==> config.mk <==
export PLATFORM = sky130hd
export DESIGN_NAME = bin_search_ctrl
export DESIGN_NICKNAME = d
export VERILOG_FILES = /design/src/rtl/bin_search_ctrl.sv
export SDC_FILE = /design/constraint.sdc
export NUM_CORES = 1
export LEC_CHECK = 0
export ABC_AREA = 1
export BUFFER_PORTS_ARGS = -buffer_cell sky130_fd_sc_hd__buf_2
export CAP_MARGIN = 20
export CORE_MARGIN = 5
export CORE_UTILIZATION = 59
export CTS_CLUSTER_DIAMETER = 80
export DETAILED_ROUTE_END_ITERATION = 6
export PLACE_DENSITY = 0.95
export SYNTH_ARGS = -nofsm -noshare
export SYNTH_HDL_FRONTEND = slang
export SYNTH_SLANG_ARGS = --single-unit
==> constraint.sdc <==
create_clock -name clk -period 4.95 [get_ports clk]
set_input_delay 0 -clock clk [delete_from_list [all_inputs] [get_ports clk]]
set_output_delay 0 -clock clk [all_outputs]
set_load 0.02 [all_outputs]
==> src/rtl/bin_search_ctrl.sv <==
// Per-bin SAT search sequencer: load -> propagate -> decide -> analyze -> backtrack -> update.
// Define BIN_SEARCH_CTRL_STATS_EN to add saturating decision/conflict counters.
module bin_search_ctrl #(
   parameter int NUM_VARS          = 8,
   parameter int NUM_CLAUSES_A_BIN = 24,
   parameter int WIDTH_LVL         = 16,
   parameter int STABLE_CYCLES     = 2,
   parameter int ANALYZE_CYCLES    = 2
) (
   input  logic                 clk,
   input  logic                 rst,
   input  logic                 start_i,
   input  logic [WIDTH_LVL-1:0] base_lvl_i,
   input  logic [NUM_VARS-1:0]  imply_vec_i,
   input  logic [NUM_VARS-1:0]  free_vec_i,
   input  logic                 conflict_i,
   input  logic [WIDTH_LVL-1:0] max_lvl_i,
   output logic                 apply_load_o,
   output logic                 apply_update_o,
   output logic [4:0]           clause_idx_o,
   output logic [NUM_VARS-1:0]  vars_decided_o,
   output logic [WIDTH_LVL-1:0] decide_level_o,
   output logic                 apply_analyze_o,
   output logic                 apply_backtrack_o,
   output logic [WIDTH_LVL-1:0] bkt_lvl_o,
   output logic                 busy_o,
   output logic                 done_o,
`ifdef BIN_SEARCH_CTRL_STATS_EN
   output logic [15:0]          decision_cnt_o,
   output logic [15:0]          conflict_cnt_o,
`endif
   output logic [1:0]           result_o
);

   localparam int SCW = (STABLE_CYCLES > 1) ? $clog2(STABLE_CYCLES) : 1;
   localparam int ACW = (ANALYZE_CYCLES > 1) ? $clog2(ANALYZE_CYCLES) : 1;
   localparam logic [4:0]     IDX_LAST     = 5'(NUM_CLAUSES_A_BIN - 1);
   localparam logic [SCW-1:0] STABLE_LAST  = SCW'(STABLE_CYCLES - 1);
   localparam logic [ACW-1:0] ANALYZE_LAST = ACW'(ANALYZE_CYCLES - 1);

   localparam logic [1:0] RES_SAT     = 2'b01;
   localparam logic [1:0] RES_UNSAT   = 2'b10;
   localparam logic [1:0] RES_BKT_OUT = 2'b11;

   typedef enum logic [2:0] {
      S_IDLE,
      S_LOAD,
      S_IMPLY,
      S_DECIDE,
      S_ANALYZE,
      S_BACKTRACK,
      S_UPDATE,
      S_DONE
   } state_e;

   state_e               state_q;
   logic [4:0]           clause_idx_q;
   logic [SCW-1:0]       stable_cnt_q;
   logic [ACW-1:0]       analyze_cnt_q;
   logic [NUM_VARS-1:0]  imply_prev_q;
   logic [WIDTH_LVL-1:0] base_q;
   logic [WIDTH_LVL-1:0] decide_level_q;
   logic [WIDTH_LVL-1:0] bkt_lvl_q;
   logic [NUM_VARS-1:0]  vars_decided_q;
   logic [1:0]           result_q;
   logic                 load_q;
   logic                 update_q;
   logic                 analyze_q;
   logic                 backtrack_q;
   logic                 busy_q;
   logic                 done_q;

   logic                 imply_equal;
   logic                 settled;
   logic [SCW-1:0]       stable_cnt_d;
   logic [WIDTH_LVL-1:0] decide_level_d;
   logic [NUM_VARS-1:0]  decide_onehot_d;

   assign imply_equal     = (imply_vec_i == imply_prev_q);
   assign settled         = imply_equal && (stable_cnt_q == STABLE_LAST);
   assign stable_cnt_d    = imply_equal ? stable_cnt_q + SCW'(1) : '0;
   // Level saturates at all-ones so a deep search can never wrap to level 0.
   assign decide_level_d  = (&decide_level_q) ? decide_level_q : decide_level_q + WIDTH_LVL'(1);
   assign decide_onehot_d = free_vec_i & (~free_vec_i + NUM_VARS'(1));

`ifdef BIN_SEARCH_CTRL_STATS_EN
   logic [15:0] decision_cnt_q;
   logic [15:0] conflict_cnt_q;

   always_ff @(posedge clk) begin
      if (!rst) begin
         decision_cnt_q <= '0;
         conflict_cnt_q <= '0;
      end else if (state_q == S_IDLE && start_i) begin
         decision_cnt_q <= '0;
         conflict_cnt_q <= '0;
      end else if (state_q == S_IMPLY) begin
         if (conflict_i) begin
            conflict_cnt_q <= conflict_cnt_q + 16'(conflict_cnt_q != 16'hFFFF);
         end else if (settled && free_vec_i != '0) begin
            decision_cnt_q <= decision_cnt_q + 16'(decision_cnt_q != 16'hFFFF);
         end
      end
   end

   assign decision_cnt_o = decision_cnt_q;
   assign conflict_cnt_o = conflict_cnt_q;
`endif

   // NOTE: sequential state uses non-blocking (<=) only, so every register
   // samples the pre-edge values regardless of statement order.
   always_ff @(posedge clk) begin
      // NOTE: reset is synchronous: it is a plain branch inside the clocked block,
      // not in the sensitivity list.
      if (!rst) begin
         state_q        <= S_IDLE;
         clause_idx_q   <= '0;
         stable_cnt_q   <= '0;
         analyze_cnt_q  <= '0;
         imply_prev_q   <= '0;
         base_q         <= '0;
         decide_level_q <= '0;
         bkt_lvl_q      <= '0;
         vars_decided_q <= '0;
         result_q       <= '0;
         load_q         <= 1'b0;
         update_q       <= 1'b0;
         analyze_q      <= 1'b0;
         backtrack_q    <= 1'b0;
         busy_q         <= 1'b0;
         done_q         <= 1'b0;
      end else begin
         imply_prev_q <= imply_vec_i;
         done_q       <= 1'b0;
         case (state_q)
            S_IDLE: begin
               if (start_i) begin
                  state_q        <= S_LOAD;
                  busy_q         <= 1'b1;
                  load_q         <= 1'b1;
                  clause_idx_q   <= '0;
                  base_q         <= base_lvl_i;
                  decide_level_q <= base_lvl_i;
               end
            end

            S_LOAD: begin
               if (clause_idx_q == IDX_LAST) begin
                  state_q      <= S_IMPLY;
                  load_q       <= 1'b0;
                  clause_idx_q <= '0;
                  stable_cnt_q <= '0;
               end else begin
                  clause_idx_q <= clause_idx_q + 5'd1;
               end
            end

            S_IMPLY: begin
               if (conflict_i) begin
                  state_q       <= S_ANALYZE;
                  analyze_q     <= 1'b1;
                  analyze_cnt_q <= '0;
               end else if (settled) begin
                  stable_cnt_q <= '0;
                  if (free_vec_i == '0) begin
                     state_q      <= S_UPDATE;
                     update_q     <= 1'b1;
                     clause_idx_q <= '0;
                  end else begin
                     state_q        <= S_DECIDE;
                     vars_decided_q <= decide_onehot_d;
                     decide_level_q <= decide_level_d;
                  end
               end else begin
                  stable_cnt_q <= stable_cnt_d;
               end
            end

            S_DECIDE: begin
               state_q        <= S_IMPLY;
               vars_decided_q <= '0;
               stable_cnt_q   <= '0;
            end

            S_ANALYZE: begin
               if (analyze_cnt_q == ANALYZE_LAST) begin
                  analyze_q     <= 1'b0;
                  analyze_cnt_q <= '0;
                  if (decide_level_q == '0) begin
                     state_q  <= S_DONE;
                     result_q <= RES_UNSAT;
                     done_q   <= 1'b1;
                  end else begin
                     bkt_lvl_q <= max_lvl_i;
                     // A target below the entry level belongs to an earlier bin.
                     if (max_lvl_i < base_q) begin
                        state_q  <= S_DONE;
                        result_q <= RES_BKT_OUT;
                        done_q   <= 1'b1;
                     end else begin
                        state_q     <= S_BACKTRACK;
                        backtrack_q <= 1'b1;
                     end
                  end
               end else begin
                  analyze_cnt_q <= analyze_cnt_q + ACW'(1);
               end
            end

            S_BACKTRACK: begin
               state_q        <= S_IMPLY;
               backtrack_q    <= 1'b0;
               decide_level_q <= bkt_lvl_q;
               stable_cnt_q   <= '0;
            end

            S_UPDATE: begin
               if (clause_idx_q == IDX_LAST) begin
                  state_q      <= S_DONE;
                  update_q     <= 1'b0;
                  clause_idx_q <= '0;
                  result_q     <= RES_SAT;
                  done_q       <= 1'b1;
               end else begin
                  clause_idx_q <= clause_idx_q + 5'd1;
               end
            end

            S_DONE: begin
               state_q <= S_IDLE;
               busy_q  <= 1'b0;
            end

            default: begin
               state_q <= S_IDLE;
               busy_q  <= 1'b0;
            end
         endcase
      end
   end

   assign apply_load_o      = load_q;
   assign apply_update_o    = update_q;
   assign clause_idx_o      = clause_idx_q;
   assign vars_decided_o    = vars_decided_q;
   assign decide_level_o    = decide_level_q;
   assign apply_analyze_o   = analyze_q;
   assign apply_backtrack_o = backtrack_q;
   assign bkt_lvl_o         = bkt_lvl_q;
   assign busy_o            = busy_q;
   assign done_o            = done_q;
   assign result_o          = result_q;

   strobe_mutex_a: assert property (@(posedge clk) disable iff (!rst)
      $onehot0({load_q, update_q, analyze_q, backtrack_q, |vars_decided_q}));

endmodule

; ---- Yosys cells after proc, flatten, opt, wreduce, memory -nomap -nowiden
; Index checks and enable logic that the tools add are counted.
[totals]
ff_bits = 82
in_bits = 52
out_inout_bits = 53
wordCells = 137
[op_classes]
add_sub_neg = 5
order_cmp = 1
eq_ne = 23
n_mux = 58
n_bitwise = 3
n_reduce_logical = 31
[ops]
columns = operator, n
row1 = 16-bit 2-to-1 mux, 5
row2 = 16-bit case mux with 3 select lines, 1
row3 = 5-bit 2-to-1 mux, 5
row4 = 8-bit 2-to-1 mux, 3
row5 = "2-bit != test, second input constant", 12
row6 = 3-bit 2-to-1 mux, 7
row7 = 3-bit case mux with 7 select lines, 1
row8 = 1-bit 2-to-1 mux, 19
row9 = "16-bit by 1-bit adder with 16-bit output, second input constant", 1
row10 = 16-bit zero test, 1
row11 = 16-bit less-than comparator, 1
row12 = 8-bit case mux with 2 select lines, 1
row13 = 16-bit AND reduction, 1
row14 = 5-bit case mux with 3 select lines, 1
row15 = 5-bit AND reduction, 3
row16 = 1-bit case mux with 2 select lines, 7
row17 = 2-bit nonzero test, 7
row18 = "3-bit equality test, second input constant", 4
row19 = 2-bit 2-to-1 mux, 6
row20 = 3-bit AND reduction, 4
row21 = 4-bit AND reduction, 3
row22 = 3-bit nonzero test, 3
row23 = "8-bit by 1-bit adder with 8-bit output, second input constant", 1
row24 = 8-bit AND, 1
row25 = other kinds (17), 23

; ---- Depth between registers and ports, before layout
[depth]
ltp_word = 7
depth_mapped = 14
ltp_nobuf = 14

; ---- Least setup slack after synthesis
; No wires, ideal clock.
[synth_timing]
path_type = reg-to-reg
start = register clause_idx_q[0], in the netlist clause_idx_o[0]
end = register state_q[1]
setup_ns = 0.117
arrival_time_ns = 1.674
setup_slack_ns = 3.159
stages_incl_launch_ff = 11
n_path_buf = 0
period_less_slack_ns = 1.791
cell_sequence = dfxtp_1 -> ha_1 -> nand3_1 -> nor2_1 -> inv_1 -> nand2_1 -> nand2_1 -> nor3_2 -> nand2_1 -> nor3_1 -> nor2_1
[synth_via]
elab_chain_cells = 3
word_cells_on_any_way = 4
cone_classes = eq/ne: 3 / reduce/logical: 1
[synth_lines]
columns = item, line
row1 = from (decl), 57  ; logic [4:0] clause_idx_q;
row2 = from (signal assigned), 154  ; clause_idx_q <= clause_idx_q + 5'd1;
row3 = from (signal assigned), 225  ; clause_idx_q <= clause_idx_q + 5'd1;
row4 = 5-bit equality test *, "148, 218"
row5 = 2-bit != test (no line), n/a
row6 = 5-bit AND reduction (no line) *, n/a
row7 = to (signal assigned), 149  ; state_q <= S_IMPLY;
row8 = to (signal assigned), 160  ; state_q <= S_ANALYZE;
row9 = to (signal assigned), 219  ; state_q <= S_DONE;
row10 = to (decl), 56  ; state_e state_q;
; Every way passes the cells marked *; elsewhere a longest branch is shown, timed or not.
; A chain may end at the register's enable or synchronous reset.

; ---- Worst setup path after layout
[layout_timing]
start = register state_q[0]
end = register decide_level_q[15], in the netlist decide_level_o[15]
[layout_via]
elab_chain_cells = 3
word_cells_on_any_way = 11
cone_classes = eq/ne: 7 / mux: 1 / reduce/logical: 3
[layout_lines]
columns = item, line
row1 = from (signal assigned), 116  ; state_q <= S_IDLE;
row2 = from (signal assigned), 138  ; state_q <= S_LOAD;
row3 = from (signal assigned), 149
row4 = "3-bit by 2-bit equality test with 1-bit output, or another cell as far along", 135  ; case (state_q)
row5 = 2-bit != test (no line) or 3-bit nonzero test (tied branches), n/a
row6 = 6-bit AND reduction (no line), n/a
row7 = to (signal assigned), 143  ; decide_level_q <= base_lvl_i;
row8 = to (signal assigned), 172  ; decide_level_q <= decide_level_d;
row9 = to (signal assigned), 213  ; decide_level_q <= bkt_lvl_q;
row10 = to (decl), 62  ; logic [WIDTH_LVL-1:0] decide_level_q;
; Parallel ways exist; a longest one is shown, timed or not.

==> results_dict.tcl <==
set metrics [dict create \
    syn_area_per_cell_um2 6.65 \
    tightestPinTransition_ns 0.720 \
    power_density_mw_per_mm2 469 \
    core-area_mm2 0.00761 \
    clock_path_buffers 2 \
    globalplace.congestion 0.983 \
    status "finished clean" \
    syn_to_final_growth_pct 24.6 \
    min_from "base_lvl_i[15]" \
    critPathArrivalTime_ns 2.72 \
    ys_warn_count 0 \
    antenna_found_initial 0 \
    drive_above_1_share_pct 17.7 \
    hold_end "base_q[15]$_SDFFE_PN0P_" \
    root_buffer "clkbuf_8" \
    antenna_cells 0 \
    htreeDepth 3 \
    routed_wl_um 14300 \
    rsz0062_at_grt "no" \
    yosys-top-cells-area "dfxtp_1 36%, nand2_1 13%, nor2_1 9.0%" \
    grt_pass1_vias 4944 \
    r2r_setup_slack_ns 2.48 \
    static-leakage-power_nw 2.74 \
    reg2reg_to "decide_level_o[15]$_SDFFE_PN0P_" \
    synth.ff_latch_count 82 \
    cts_hold_buf 36 \
    die_y_um 97.7 \
    fp-row-count 32 \
    cts_resized 0 \
    period_share_pct 49.9 \
    path_clk_slew_ns 0.08 \
    gr-total-overflow 0 \
    cts_setup_buffers 0 \
    cp.required_ns 5.20 \
    cpPeakStageDelay_ns 0.42 \
    ys_types 39 \
    placedCellCount 865 \
    dieArea_mm2 0.00954 \
    cts_tree "built" \
    drt_first_pass_iters 7 \
    final.setup.tns_ns 0 \
    dp_hpwl_um 9720 \
    drt_iter0_markers 595 \
    start_util_pct 59.6 \
    netlist_top_cells_count "155 x nand2_1, 109 x nor2_1, 82 x dfxtp_1, 76 x inv_1, 52 x o21ai_0" \
    cts_buffers 9 \
    crit_chain "clkinv_4 -> nand2_4 -> nor2_4 -> inv_2 -> nand2_2 -> inv_2 -> nand2_4 -> nand4_4 -> nor2_1 -> nor2_1" \
    ys_seq_area_share_pct 36.2 \
    wl_per_cell_um 15.5 \
    port_buffers 104 \
    netlist_instances 682 \
    cp-start-kind "flip-flop" \
    instances_no_fill 920 \
    synth_ff_type "dfxtp_1" \
    grt_max_degree 71 \
    clock_skew_ns 0.0100 \
    critPathBufInv 3 \
    synth_edf_count 0 \
    die_x_um 97.7 \
    cts_sinks 82 \
    hold_path_class "input pin to flip-flop" \
    setup.worst_path.class "flip-flop to flip-flop" \
    synth.most_common_cell "nand2_1" \
    final_max_slew_viol_count 0 \
    irDropWorstVdd_uv 205 \
    ant_nets 0 \
    max_slew_margin_pct 51.5 \
    synth_area_mm2 0.00453 \
    min_delay_path_depth 3 \
    boundaryPins 105 \
    vias 5136 \
    grt_first_pass_wirelength_um 23600 \
    clk_latency_ns 0.36 \
    grtUsageTotal_pct 29.8 \
    end_kind "flip-flop" \
    yosys.area.top_type "dfxtp_1" \
    syn-num-nets 752 \
    setup_violations 0 \
    cpMaxStageDelayCell "dfxtp_1" \
    ys_async_sr_fraction_pct 0 \
    timing_hold_violations_final 0 \
    total_power_w 0.00265 \
    crit_family "simple AND/OR/NAND/NOR gates" \
    worstPathMaxFanout 32 \
    clock.fmax_mhz 405 \
    drv_cap 0 \
    reg2reg_depth 10 \
    final_nets 883 \
    synth_top_cell_area_share_pct 36.2 \
    period_needed_ns 2.47 \
    drc 0 \
    vias_per_cell 5.58 \
    timing.rr.start "state_q[0]$_SDFFE_PN0P_" \
]
-- cell families (layout without fill, tap and decap cells) --
group / after synthesis / in the layout / synth area share, %
compound gates: 110 / 110 / 13.0
xor+xnor: 6 / 6 / 1.16
fa+ha+maj: 18 / 18 / 4.97
buf+inv: 106 / 242 / 9.93
flops: 82 / 82 / 36.2
simple gates: 360 / 360 / 34.7
-- routing by layer --
layer  routed length, um  track usage [%]
met4                 391             10.0
met5                   0                0
met2                6960             50.6
met3                1370             7.04
met1                5560             37.1
-- report_power, final --
part           internal (W)  leakage [nW]  total (W)  switching (W)
sequential         0.000807         0.672   0.000951       0.000144
combinational      0.000396          1.97    0.00120       0.000803
clock              0.000261         0.101   0.000503       0.000242
total               0.00146          2.74    0.00265        0.00119
-- metrics by stage --
| step | util [%] | hold slack (ns) | cell area (um2) | setup WS (ns) |
|---|---|---|---|---|
| after floorplan | - | 0.0935 | 4530 | 3.16 |
| after global placement | 66.4 | 0.204 | 5050 | 2.66 |
| after detailed placement | 66.4 | 0.214 | 5050 | 2.57 |
| after CTS | 73.7 | 0.00324 | 5610 | 2.56 |
| after global routing | 74.3 | 0.0116 | 5650 | 2.33 |
| final | 74.3 | 0.00699 | 5650 | 2.48 |
-- how the worst max path moves through the flow --
stage | slack (ns) | from | to | cells past startpoint
final | 2.48 | state_q[0]$_SDFFE_PN0P_ | decide_level_o[15]$_SDFFE_PN0P_ | 10
after global routing | 2.33 | state_q[0]$_SDFFE_PN0P_ | decide_level_o[15]$_SDFFE_PN0P_ | 10
after CTS | 2.56 | state_q[0]$_SDFFE_PN0P_ | decide_level_o[13]$_SDFFE_PN0P_ | 11
after detailed placement | 2.57 | state_q[0]$_SDFFE_PN0P_ | decide_level_o[0]$_SDFFE_PN0P_ | 11
after global placement | 2.66 | state_q[0]$_SDFFE_PN0P_ | decide_level_o[4]$_SDFFE_PN0P_ | 11
after floorplan | 3.16 | clause_idx_o[0]$_SDFFE_PN0P_ | state_q[1]$_SDFFE_PN0P_ | 10
-- placed cells by master, fill, tap and decap left out, types with 4 or more instances in the layout --
cell type      count
a21oi_1           42
buf_2            104
clkbuf_8          11
dfxtp_1           82
dlygate4sd3_1     37
ha_1              18
inv_1             76
inv_2              6
nand2_1          155
nand2_2            4
nand3_1           42
nand4_1           12
nor2_1           109
nor3_1            18
nor4_1             4
o211ai_1           7
o21ai_0           52
xnor2_1            4
-- layout make-up --
cell class | instances | area (um2)
clock buffers | 14 | 163
flip-flops and latches | 82 | 1640
clock inverters | 2 | 35.0
fillers | 580 | 1960
well taps | 102 | 128
inverters | 83 | 317
multi-input cells | 494 | 2440
repair buffers | 143 | 926
-- worst reg2reg max path, cell delays in order, from the launching register on --
cell and delay, ns:
dfxtp_1 0.42, clkinv_4 0.14, nand2_4 0.08, nor2_4 0.39, inv_2 0.22, nand2_2 0.10
inv_2 0.14, nand2_4 0.11, nand4_4 0.39, nor2_1 0.28, nor2_1 0.07
-- flip-flops by register name, summed over array words and instances (netlist names) --
name	cells
stable_cnt_q	1
base_q	16
apply_analyze_o	1
vars_decided_o	8
clause_idx_o	5
apply_update_o	1
apply_backtrack_o	1
done_o	1
analyze_cnt_q	1
busy_o	1
decide_level_o	16
apply_load_o	1
state_q	3
result_o	2
imply_prev_q	8
bkt_lvl_o	16
(Power assumes the default switching activity.)
